===== config.mk =====
export PLATFORM = sky130hd
export DESIGN_NAME = player_controller
export DESIGN_NICKNAME = d
export VERILOG_FILES = /design/src/rtl/player_controller.sv
export SDC_FILE = /design/constraint.sdc
export NUM_CORES = 1
export LEC_CHECK = 0
export ABC_AREA = 1
export CORE_ASPECT_RATIO = 0.75
export CORE_MARGIN = 2
export CORE_UTILIZATION = 24
export DETAILED_ROUTE_END_ITERATION = 16
export GPL_TIMING_DRIVEN = 0
export MAX_ROUTING_LAYER = met4
export SYNTH_ARGS = -nofsm -noshare
export SYNTH_HDL_FRONTEND = slang
export SYNTH_SLANG_ARGS = --single-unit

===== constraint.sdc =====
create_clock -name pixel_clk_in -period 1.89 [get_ports pixel_clk_in]
set_clock_uncertainty 0.05 [all_clocks]
set_input_delay 0.378 -clock pixel_clk_in [delete_from_list [all_inputs] [get_ports pixel_clk_in]]
set_output_delay 0.378 -clock pixel_clk_in [all_outputs]
set_load 0.02 [all_outputs]

===== src/rtl/player_controller.sv =====
// Per-player motion and chop/extinguisher controller.
// All motion and action updates happen once per frame, on the vsync rising edge.
module player_controller #(
    parameter int WIDTH       = 32,
    parameter int HEIGHT      = 32,
    parameter int X_MIN       = 0,
    parameter int X_MAX       = 1024 - WIDTH,
    parameter int Y_MIN       = 0,
    parameter int Y_MAX       = 768 - HEIGHT,
    parameter int STEP        = 2,
    parameter int X_INIT      = 64,
    parameter int Y_INIT      = 64,
    parameter int CHOP_FRAMES = 60
) (
    input  logic        pixel_clk_in,
    input  logic        rst_n_in,
    input  logic        vsync_in,
    input  logic        up_in,
    input  logic        down_in,
    input  logic        left_in,
    input  logic        right_in,
    input  logic        action_in,
    input  logic        at_board_in,
    input  logic [3:0]  blocked_in,
    input  logic        hold_load_in,
    input  logic [3:0]  hold_state_in,
    output logic [10:0] x_out,
    output logic [9:0]  y_out,
    output logic [1:0]  player_direction,
    output logic [3:0]  player_state,
    output logic        chop_done_out
);

    typedef enum logic {FREE, CHOP} fsm_e;

    localparam logic [1:0] DIR_L = 2'd0;
    localparam logic [1:0] DIR_R = 2'd1;
    localparam logic [1:0] DIR_U = 2'd2;
    localparam logic [1:0] DIR_D = 2'd3;

    localparam logic [3:0] ST_NOTHING  = 4'd0;
    localparam logic [3:0] ST_CHOPPING = 4'd1;
    localparam logic [3:0] ST_EXT_OFF  = 4'd9;
    localparam logic [3:0] ST_EXT_ON   = 4'd10;
    localparam logic [3:0] ST_MAX      = 4'd10;

    localparam int CW = $clog2(CHOP_FRAMES) + 1;
    localparam logic [CW-1:0] CNT_LAST = CW'(CHOP_FRAMES - 2);

    localparam logic [11:0] X_LO   = 12'(X_MIN + STEP);
    localparam logic [11:0] X_HI   = 12'(X_MAX - STEP);
    localparam logic [11:0] XSTEP  = 12'(STEP);
    localparam logic [10:0] Y_LO   = 11'(Y_MIN + STEP);
    localparam logic [10:0] Y_HI   = 11'(Y_MAX - STEP);
    localparam logic [10:0] YSTEP  = 11'(STEP);

    logic          vsync_q;
    logic [10:0]   x_q, x_d;
    logic [9:0]    y_q, y_d;
    logic [1:0]    dir_q, dir_d;
    logic [3:0]    hold_q, hold_d;
    logic [CW-1:0] cnt_q, cnt_d;
    fsm_e          fsm_q, fsm_d;
    logic          done_q, done_d;

    logic          tick;
    logic          any_btn;
    logic [1:0]    sel_dir;
    logic          sel_blk;
    logic [11:0]   xe;
    logic [10:0]   ye;

    assign tick    = vsync_in & ~vsync_q;
    assign any_btn = up_in | down_in | left_in | right_in;
    assign xe      = {1'b0, x_q};
    assign ye      = {1'b0, y_q};

    always_comb begin
        sel_dir = DIR_R;
        sel_blk = blocked_in[0];
        if (up_in) begin
            sel_dir = DIR_U;
            sel_blk = blocked_in[3];
        end else if (down_in) begin
            sel_dir = DIR_D;
            sel_blk = blocked_in[2];
        end else if (left_in) begin
            sel_dir = DIR_L;
            sel_blk = blocked_in[1];
        end
    end

    always_comb begin
        x_d    = x_q;
        y_d    = y_q;
        dir_d  = dir_q;
        hold_d = hold_q;
        cnt_d  = cnt_q;
        fsm_d  = fsm_q;
        done_d = 1'b0;

        if (tick) begin
            if (fsm_q == FREE) begin
                if (any_btn) begin
                    dir_d = sel_dir;
                    if (!sel_blk) begin
                        case (sel_dir)
                            DIR_L: x_d = (xe < X_LO) ? 11'(X_MIN) : 11'(xe - XSTEP);
                            DIR_R: x_d = (xe > X_HI) ? 11'(X_MAX) : 11'(xe + XSTEP);
                            DIR_U: y_d = (ye < Y_LO) ? 10'(Y_MIN) : 10'(ye - YSTEP);
                            DIR_D: y_d = (ye > Y_HI) ? 10'(Y_MAX) : 10'(ye + YSTEP);
                            default: ;
                        endcase
                    end
                end else if (action_in && at_board_in && hold_q == ST_NOTHING) begin
                    fsm_d = CHOP;
                    cnt_d = '0;
                end
                if (hold_q == ST_EXT_OFF && action_in) begin
                    hold_d = ST_EXT_ON;
                end else if (hold_q == ST_EXT_ON && !action_in) begin
                    hold_d = ST_EXT_OFF;
                end
            end else begin
                // Any interruption abandons the chop without moving.
                if (any_btn || !action_in || !at_board_in) begin
                    fsm_d = FREE;
                    cnt_d = '0;
                end else if (cnt_q == CNT_LAST) begin
                    fsm_d  = FREE;
                    cnt_d  = '0;
                    done_d = 1'b1;
                end else begin
                    cnt_d = cnt_q + CW'(1);
                end
            end
        end

        // Game-logic loads override an extinguisher toggle on the same cycle.
        if (fsm_q == FREE && hold_load_in &&
            hold_state_in != ST_CHOPPING && hold_state_in <= ST_MAX) begin
            hold_d = hold_state_in;
        end
    end

    always_ff @(posedge pixel_clk_in) begin
        if (!rst_n_in) begin
            vsync_q <= 1'b0;
            x_q     <= 11'(X_INIT);
            y_q     <= 10'(Y_INIT);
            dir_q   <= DIR_D;
            hold_q  <= ST_NOTHING;
            cnt_q   <= '0;
            fsm_q   <= FREE;
            done_q  <= 1'b0;
        end else begin
            vsync_q <= vsync_in;
            x_q     <= x_d;
            y_q     <= y_d;
            dir_q   <= dir_d;
            hold_q  <= hold_d;
            cnt_q   <= cnt_d;
            fsm_q   <= fsm_d;
            done_q  <= done_d;
        end
    end

    assign x_out            = x_q;
    assign y_out            = y_q;
    assign player_direction = dir_q;
    assign player_state     = (fsm_q == CHOP) ? ST_CHOPPING : hold_q;
    assign chop_done_out    = done_q;

endmodule


==> out/qor.yml, run 1 <==
critical_path:
  cp_slowest_cell: "clkdlybuf4s50_1"
  worstPathArrival_ns: 1.42
  cp_cell_sequence: "clkdlybuf4s50_1"
  critPathBufInv: 1
  crit_start: "y_out[4]$_SDFFE_PN0P_"
  worstSetupPathType: "flop to primary output"
  crit_cells: 1
  rr_worst_depth: 9
  start_kind: "flop"
  crit_fanout: 8
  r2r_end: "x_out[7]$_SDFFE_PN0P_"
  rrSetupSlack_ns: 0.24
  cp.required_ns: 1.46
  path_delay_family: "buffers and inverters"
  reg2reg_from: "x_out[1]$_SDFFE_PN0P_"
  max_stage_delay_ns: 0.66
  critPathCapture: "y_out[4]"
  crit_path_end_kind: "primary output"
synthesis:
  netlist_instances: 447
  ys.flop_type: "dfxtp_1"
  synth_most_common_cell: "nand2_1"
  syn_avg_cell_area_sq_um: 5.912
  synth-edff-count: 0
  yosysWarnings: 0
  seq_area_frac_synth_pct: 26.52
  yosys-top-cells-area: "dfxtp_1 27%, nand2_1 16%, nand3_1 10%"
  syn-cell-area_sq_um: 2643
  synth_common_cells: "114 x nand2_1, 70 x nor2_1, 58 x inv_1"
  yosys.area.top_type: "dfxtp_1"
  ys_types: 32
  ys_ff_latch: 35
  synth_top_area_share_pct: 26.52
  ys_async_sr_fraction_pct: 0
floorplanning:
  core_sq_um: 10820
  num_io_pins: 46
  die_w_microns: 125.2
  start_util_pct: 24.43
  dieArea_sq_um: 11880
  core.rowCount: 33
  die_h_microns: 94.88
routing:
  num_vias: 2948
  ant_nets: 0
  drtPass1Iterations: 4
  viasPerCell: 4.585
  wirelength_microns: 7503
  routedWlPerCell_microns: 11.67
  first_iter_violations: 217
  drcViolationCount: 0
final_layout:
  area_growth_pct: 31.87
  final_nets: 527
  antenna_cells: 0
  post-route-util_pct: 32.21
  drive_above_1_share_pct: 8.350
clock_tree:
  cts_root_buffer: "clkbuf_16"
  clock_latency_ns: 0.28
  clockBufferDepth: 2
  cts.reportedPaths.clkPinSlew_ns: 0.05
  cts_tree: "built"
  cts.sinks: 35
  cts_buffers: 5
  ctsHtreeMaxLevel: 2
  hold_buffers: 0
hold_path:
  hold_class: "flop to flop"
  whs_path_depth: 2
timing:
  final.min_clock_period_ns: 1.849
  period_share_pct: 97.85
  slew_violations: 0
  setup_viol: 0
  rsz0062_at_grt: "no"
  fmax_mhz: 540.7
  fin_tns_setup_ns: 0
  hold_viol_final: 0
global_routing:
  first_global_vias: 2738
  grt_max_degree: 12
  grt_first_pass_wirelength_microns: 12610
  gr-usage-all-layers_pct: 13.07
  grt-ovfl-total: 0
  antenna_found_initial: 0
place:
  dp_hpwl_microns: 5780
  io_buffers: 43
  place.gp.congestion: 0.9395
run_status:
  status: "finished, final reports clean"
power:
  total_power_w: 0.002187
  powerDensity_nw_per_um2: 627.7
  p_leak_nw: 1.657
  ir_drop_mv: 0.3033
job:
  maxCapViolCount: 0
==> flip-flops by register name, summed over array words and instances, names as in the netlist <==
register and cells:
vsync_q 1, y_out 9, fsm_q 1, hold_q 4, x_out 10, cnt_q 7, player_direction 2, chop_done_out 1
==> cell families after synthesis <==
group,share of synthesized area [%]
and+or+nand+nor,44.84
buffers and inverters,11.41
AOI/OAI and AO/OA,10.94
DFF,26.52
xor gates and xnor gates,3.315
adders and majority gates,2.841
other,0.1419
==> area by class of cell <==
cell class              count  area [sq um]
well taps                 140         175.2
repair buffers             47         481.7
clock buffers               5         125.1
clock inverters             2         13.76
inverters                  60         225.2
flip-flops and latches     35         700.7
plain buffers              11         77.57
fillers                  1179          7333
multi-input cells         343          1685
==> power breakdown <==
group / internal [W] / total (W) / switching (W)
Combinational: 0.000224 / 0.000565 / 0.000341
Clock: 0.000481 / 0.000802 / 0.000322
Sequential: 0.000774 / 0.000821 / 0.0000462
Total: 0.00148 / 0.00219 / 0.000709
==> stage by stage <==
| step | std cells | hold WS [ns] | cell area (sq um) | setup slack [ns] |
|---|---|---|---|---|
| 6_report | 643 | 0.4579 | 3485 | 0.04063 |
| 5_1_grt | 643 | 0.4924 | 3485 | 0.002426 |
| 2_1_floorplan | 448 | 0.4215 | 2646 | 0.3089 |
| 3_5_place_dp | 631 | 0.4566 | 3252 | -0.3399 |
| 4_1_cts | 640 | 0.4646 | 3433 | 0.01238 |
| 3_3_place_gp | 631 | 0.4424 | 3252 | -0.3178 |
==> worst min-delay path by stage <==
stage | from | endpoint | slack [ns]
after CTS | cnt_q[1]$_SDFFE_PN0P_ | cnt_q[1]$_SDFFE_PN0P_ | 0.46
final | cnt_q[1]$_SDFFE_PN0P_ | cnt_q[1]$_SDFFE_PN0P_ | 0.46
after detailed placement | cnt_q[1]$_SDFFE_PN0P_ | cnt_q[1]$_SDFFE_PN0P_ | 0.46
after floorplan | vsync_in | vsync_q$_SDFF_PN0_ | 0.42
after global routing | cnt_q[1]$_SDFFE_PN0P_ | cnt_q[1]$_SDFFE_PN0P_ | 0.49
after global placement | cnt_q[5]$_SDFFE_PN0P_ | cnt_q[5]$_SDFFE_PN0P_ | 0.44
==> routing by layer <==
layer	global-route usage, %	up-vias	share of wire [%]
met2	20.88	86	45
met5	-	-	0
met4	3.611	0	0.72
li1	-	1547	-
met1	17.30	1309	49
met3	2.040	6	5.1
==> repair_timing <==
| item | 4_1_cts | 5_1_grt |
|---|---|---|
| resized for setup | 7 | 11 |
| setup endpoints to repair | 12 | 27 |
| pin swaps | 2 | 2 |
| buffers inserted | 1 | 3 |
| gates cloned | 1 | 0 |
==> placed cells by master (no fill, tap or decap), types with 4 or more instances in the layout <==
master and count:
inv_1 58, dfxtp_1 35, nand4_1 14, nor2_1 68, clkdlybuf4s50_1 35, a21oi_1 19, dlymetal6s2s_1 5, o21ai_0 23
nand3_1 55, xor2_1 8, buf_4 7, nand2_1 113, o21ai_1 4, nor2_4 6, nor2_2 4, clkbuf_16 5
ha_1 6
Power figures use the tool's default switching activity.
==> run 2: changes to the inputs <==
--- a/config.mk
+++ b/config.mk
@@ -5,13 +5,13 @@
 export SDC_FILE = /design/constraint.sdc
 export NUM_CORES = 1
 export LEC_CHECK = 0
-export ABC_AREA = 1
 export CORE_ASPECT_RATIO = 0.75
 export CORE_MARGIN = 2
-export CORE_UTILIZATION = 24
+export CORE_UTILIZATION = 43
 export DETAILED_ROUTE_END_ITERATION = 16
 export GPL_TIMING_DRIVEN = 0
 export MAX_ROUTING_LAYER = met4
+export PLACE_DENSITY = 0.68
 export SYNTH_ARGS = -nofsm -noshare
 export SYNTH_HDL_FRONTEND = slang
 export SYNTH_SLANG_ARGS = --single-unit
==> out/qor.yml, run 2 <==
place:
  place.gp.congestion: 0.9260
  io_buffers: 43
  place_inst: 445
  dpl_cell_area_sq_um: 2993
  dp_hpwl_microns: 4898
synthesis:
  ys_ff_latch: 35
  syn_avg_cell_area_sq_um: 7.530
  synth_common_cells: "35 x dfxtp_1, 35 x nand2_1, 23 x nor2_1"
  ys.flop_type: "dfxtp_1"
  syn-cell-area_sq_um: 2455
  yosys.area.top_type: "dfxtp_1"
  seq_area_frac_synth_pct: 28.54
  yosys-top-cells-area: "dfxtp_1 29%, nand2_1 5.4%, a21oi_1 4.1%"
  yosysWarnings: 0
  netlist_instances: 326
  ys_async_sr_fraction_pct: 0
  synth_top_area_share_pct: 28.54
  synth-edff-count: 0
  ys_types: 61
routing:
  wirelength_microns: 7384
  drtPass1Iterations: 5
  ant_nets: 0
  viasPerCell: 5.846
  drcViolationCount: 0
  num_vias: 2695
  routedWlPerCell_microns: 16.02
  first_iter_violations: 188
power:
  powerDensity_nw_per_um2: 602.4
  p_leak_nw: 1.367
  total_power_w: 0.002045
  ir_drop_mv: 0.3526
floorplanning:
  start_util_pct: 45.13
  die_w_microns: 91.25
  core_sq_um: 5439
  core.rowCount: 23
  num_io_pins: 46
  dieArea_sq_um: 6336
  die_h_microns: 69.44
job:
  maxCapViolCount: 0
global_routing:
  first_global_vias: 2439
  grt_first_pass_wirelength_microns: 12160
  grt_max_degree: 13
  grt-ovfl-total: 0
  gr-usage-all-layers_pct: 24.02
  antenna_found_initial: 0
hold_path:
  hold_class: "input pin to flop"
  whs_path_depth: 2
  hp-start: "vsync_in"
  worstHoldEndpoint: "vsync_q$_SDFF_PN0_"
timing:
  hold_viol_final: 0
  final.min_clock_period_ns: 1.842
  setup_viol: 0
  worstMarginPinSlew_ns: 0.7721
  period_share_pct: 97.45
  max_slew_margin_pct: 47.80
  rsz0062_at_grt: "yes"
  slew_violations: 0
  fmax_mhz: 543.0
clock_tree:
  clock_latency_ns: 0.30
  clockBufferDepth: 2
  cts_root_buffer: "clkbuf_8"
  cts_tree: "built"
  hold_buffers: 0
  cts_buffers: 5
  ctsHtreeMaxLevel: 2
  cts.reportedPaths.clkPinSlew_ns: 0.08
  cts.sinks: 35
final_layout:
  fillers: 495
  final_nets: 409
  final_cell_mix: "34 x nand2_1, 31 x clkdlybuf4s50_1, 26 x dfxtp_1, 23 x nor2_1, 20 x o21ai_0"
  area_growth_pct: 38.28
  stdcell_area_sq_um: 3395
  largest_reg_flops: 10
  multi_input_area_sq_um: 1798
  drive_above_1_share_pct: 19.43
  post-route-util_pct: 62.41
  antenna_cells: 0
  ff_latch_area_sq_um: 714.4
  instances_no_fill: 461
  final_common_cell: "nand2_1"
critical_path:
  worstSetupPathType: "flop to primary output"
  r2r_end: "x_out[7]$_SDFFE_PN0P_"
  cp_slowest_cell: "clkdlybuf4s50_1"
  max_stage_delay_ns: 0.65
  crit_path_end_kind: "primary output"
  cp_cell_sequence: "clkdlybuf4s50_1"
  worstPathArrival_ns: 1.41
  critPathBufInv: 1
  reg2reg_from: "x_out[4]$_SDFFE_PN0P_"
  path_delay_family: "buffers and inverters"
  rr_worst_depth: 5
  start_kind: "flop"
  crit_fanout: 10
  rrSetupSlack_ns: 0.09
  cp.required_ns: 1.46
run_status:
  status: "finished, final reports clean"
run 2: kinds of logic after synthesis:
group	after synthesis	share of synthesized area, %
simple gates	139	30.28
compound gates	99	27.47
flops	35	28.54
buf+inv	33	5.657
xor+xnor	9	3.211
fa+ha+maj	6	3.058
mux	4	1.631
other cells	1	0.1528
run 2: final cells by class:
type / count / share of cell area (%)
buffer: 19 / 3.096
clock buffer: 5 / 2.027
clock inverter: 3 / 1.990
inverter: 12 / 1.327
multi-input combinational: 259 / 52.97
sequential: 35 / 21.05
tap: 75 / 2.764
timing repair buffer: 53 / 14.78
run 2: worst max-delay path by stage:
stage                                startpoint                     to  slack (ns)  cells after the start
after global routing      y_out[4]$_SDFFE_PN0P_  y_out[7]$_SDFFE_PN0P_       -0.03                      7
after detailed placement                down_in  x_out[5]$_SDFFE_PN0P_       -0.83                      7
final                     x_out[6]$_SDFFE_PN1P_               x_out[6]        0.05                      1
after floorplan           y_out[3]$_SDFFE_PN0P_  y_out[4]$_SDFFE_PN0P_       -0.01                      5
after global placement                  down_in  x_out[5]$_SDFFE_PN0P_       -0.87                      7
after CTS                 x_out[1]$_SDFFE_PN0P_               x_out[1]      0.0003                      1
run 2: per-layer routing:
metal | global-route usage, % | wire length (microns)
met5 | - | 0
met4 | 5.387 | 58
met3 | 5.870 | 549
met2 | 32.92 | 3155
met1 | 35.37 | 3620
run 2: stage by stage:
| step | hold WS (ns) | setup TNS (ns) | setup WS [ns] |
|---|---|---|---|
| 6_report | 0.3900 | 0 | 0.04825 |
| 5_1_grt | 0.3922 | -0.04490 | -0.03298 |
| 4_1_cts | 0.4511 | 0 | 0.0003408 |
| 3_5_place_dp | 0.4165 | -16.31 | -0.8296 |
| 3_3_place_gp | 0.4058 | -16.57 | -0.8735 |
| 2_1_floorplan | 0.4176 | -0.01202 | -0.01202 |
run 2: report_power, final:
group          switching, W  internal [W]
combinational      0.000230      0.000189
clock              0.000314      0.000527
sequential        0.0000259      0.000759
run 2: what timing repair did:
action,4_1_cts,5_1_grt
buffers inserted,8,2
pin swaps,4,7
setup endpoints to repair,30,30
gates resized for setup,36,56
==> run 3: changes to the inputs <==
--- a/config.mk
+++ b/config.mk
@@ -6,7 +6,7 @@
 export NUM_CORES = 1
 export LEC_CHECK = 0
 export CORE_ASPECT_RATIO = 0.75
-export CORE_MARGIN = 2
+export CORE_MARGIN = 10
 export CORE_UTILIZATION = 43
 export DETAILED_ROUTE_END_ITERATION = 16
 export GPL_TIMING_DRIVEN = 0
==> out/qor.yml, run 3 (synthesis gave the netlist of run 2 again) <==
place:
  place.gp.congestion: 0.9638
  io_buffers: 43
  dp_hpwl_microns: 5208
  dpl_cell_area_sq_um: 2993
clock_tree:
  cts.sinks: 35
  clockBufferDepth: 2
  ctsHtreeMaxLevel: 2
  cts_root_buffer: "clkbuf_8"
  cts.reportedPaths.clkPinSlew_ns: 0.07
  clock_latency_ns: 0.30
  cts_buffers: 5
  cts_tree: "built"
run_status:
  status: "complete, but fails checks"
  violations: "negative setup slack"
final_layout:
  final_common_cell: "nand2_1"
  drive_above_1_share_pct: 19.49
  multi_input_area_sq_um: 1812
  final_nets: 413
  final_cell_mix: "32 x nand2_1, 31 x clkdlybuf4s50_1, 27 x dfxtp_1, 22 x nor2_1"
  fillers: 477
  antenna_cells: 0
  area_growth_pct: 39.65
  largest_reg_flops: 10
  stdcell_area_sq_um: 3428
  post-route-util_pct: 63.03
  ff_latch_area_sq_um: 710.7
critical_path:
  cp_slowest_cell: "or4_4"
  crit_path_end_kind: "flop"
  max_stage_delay_ns: 0.56
  worstPathArrival_ns: 2.04
  worstSetupPathType: "flop to flop"
  cp_cell_sequence: "or4_4, o41ai_4, buf_6, nand4_1, xor2_1, nor2_1"
  cp.required_ns: 2.03
  crit_fanout: 8
  start_kind: "flop"
routing:
  drcViolationCount: 0
  num_vias: 2754
  first_iter_violations: 264
  wirelength_microns: 7858
  routedWlPerCell_microns: 16.90
  drtPass1Iterations: 6
  ant_nets: 0
  viasPerCell: 5.923
floorplanning:
  dieArea_sq_um: 9162
  start_util_pct: 45.13
  core_sq_um: 5439
  die_h_microns: 85.44
  num_io_pins: 46
  die_w_microns: 107.2
  core.rowCount: 23
timing:
  fin_tns_setup_ns: -0.01636
  hold_viol_final: 0
  timing.hold.ws_ns: 0.3854
  rsz0062_at_grt: "yes"
  setup_slack_ns: -0.01636
  fmax_mhz: 524.6
  slew_violations: 0
  setup_viol: 1
  final.min_clock_period_ns: 1.906
  worstMarginPinSlew_ns: 0.6292
  period_share_pct: 100.9
  max_slew_margin_pct: 58.05
power:
  total_power_w: 0.001938
  p_leak_nw: 1.367
  ir_drop_mv: 0.2713
  powerDensity_nw_per_um2: 565.3
global_routing:
  gr-usage-met3_pct: 3.097
  gr-usage-all-layers_pct: 16.94
  met1_usage_pct: 23.28
  antenna_found_initial: 0
  grt_first_pass_wirelength_microns: 12570
  busiest_layer: "met2"
  grt-ovfl-total: 0
  first_global_vias: 2511
  grt_max_degree: 12
  met2_usage_pct: 24.20
job:
  maxCapViolCount: 0
hold_path:
  hold_class: "input pin to flop"
==> run 3: timing repair <==
action,4_1_cts,5_1_grt
pin swaps,4,9
gates resized for setup,36,56
endpoints found under the setup margin,30,30
gates cloned,0,0
buffers inserted,10,4
hold buffers,0,0
==> run 3: worst paths after layout <==
| kind | from | endpoint | slack, ns | depth (start not counted) |
|---|---|---|---|---|
| hold / removal | vsync_in | vsync_q$_SDFF_PN0_ | 0.39 | 2 |
| setup reg to reg | hold_q[0]$_SDFFE_PN0P_ | cnt_q[5]$_SDFFE_PN0P_ | -0.02 | 6 |
| setup / recovery | hold_q[0]$_SDFFE_PN0P_ | cnt_q[5]$_SDFFE_PN0P_ | -0.02 | 6 |
| hold reg to reg | player_direction[0]$_SDFFE_PN1P_ | player_direction[0]$_SDFFE_PN1P_ | 0.43 | 2 |
==> run 3: worst max-delay path, delay by kind of cell, from the launching register on <==
kind	cells	cell delay [ns]
xor+xnor	1	0.17
buf+inv	1	0.20
flops	1	0.33
compound gates	1	0.32
simple gates	3	0.73
==> run 3: layout make-up <==
cell class                      count  share of cell area [%]
Sequential cell                    35                   20.73
Timing Repair Buffer               57                   15.80
Inverter                           12                   1.314
Clock buffer                        6                   2.409
Multi-Input combinational cell    259                   52.85
Tap cell                           75                   2.737
Buffer                             19                   3.139
Clock inverter                      2                   1.022
==> run 3: report_power, final <==
group,internal [W],switching (W),leakage [nW]
clock network,0.000427,0.000298,0.0612
registers,0.000760,0.0000256,0.287
logic,0.000192,0.000235,1.02
total,0.00138,0.000558,1.37
==> run 3: metal layers <==
metal	share of wire [%]	vias up
met2	43	129
li1	-	1339
met3	7.4	16
met1	48	1270
met5	0	-
met4	1.9	0
==> run 3: stage by stage <==
stage / std cells / setup slack, ns
after CTS: 461 / 0.004718
after detailed placement: 445 / -0.7598
after global routing: 465 / -0.07066
after global placement: 445 / -0.8369
after floorplan: 327 / -0.01202
final: 465 / -0.01636
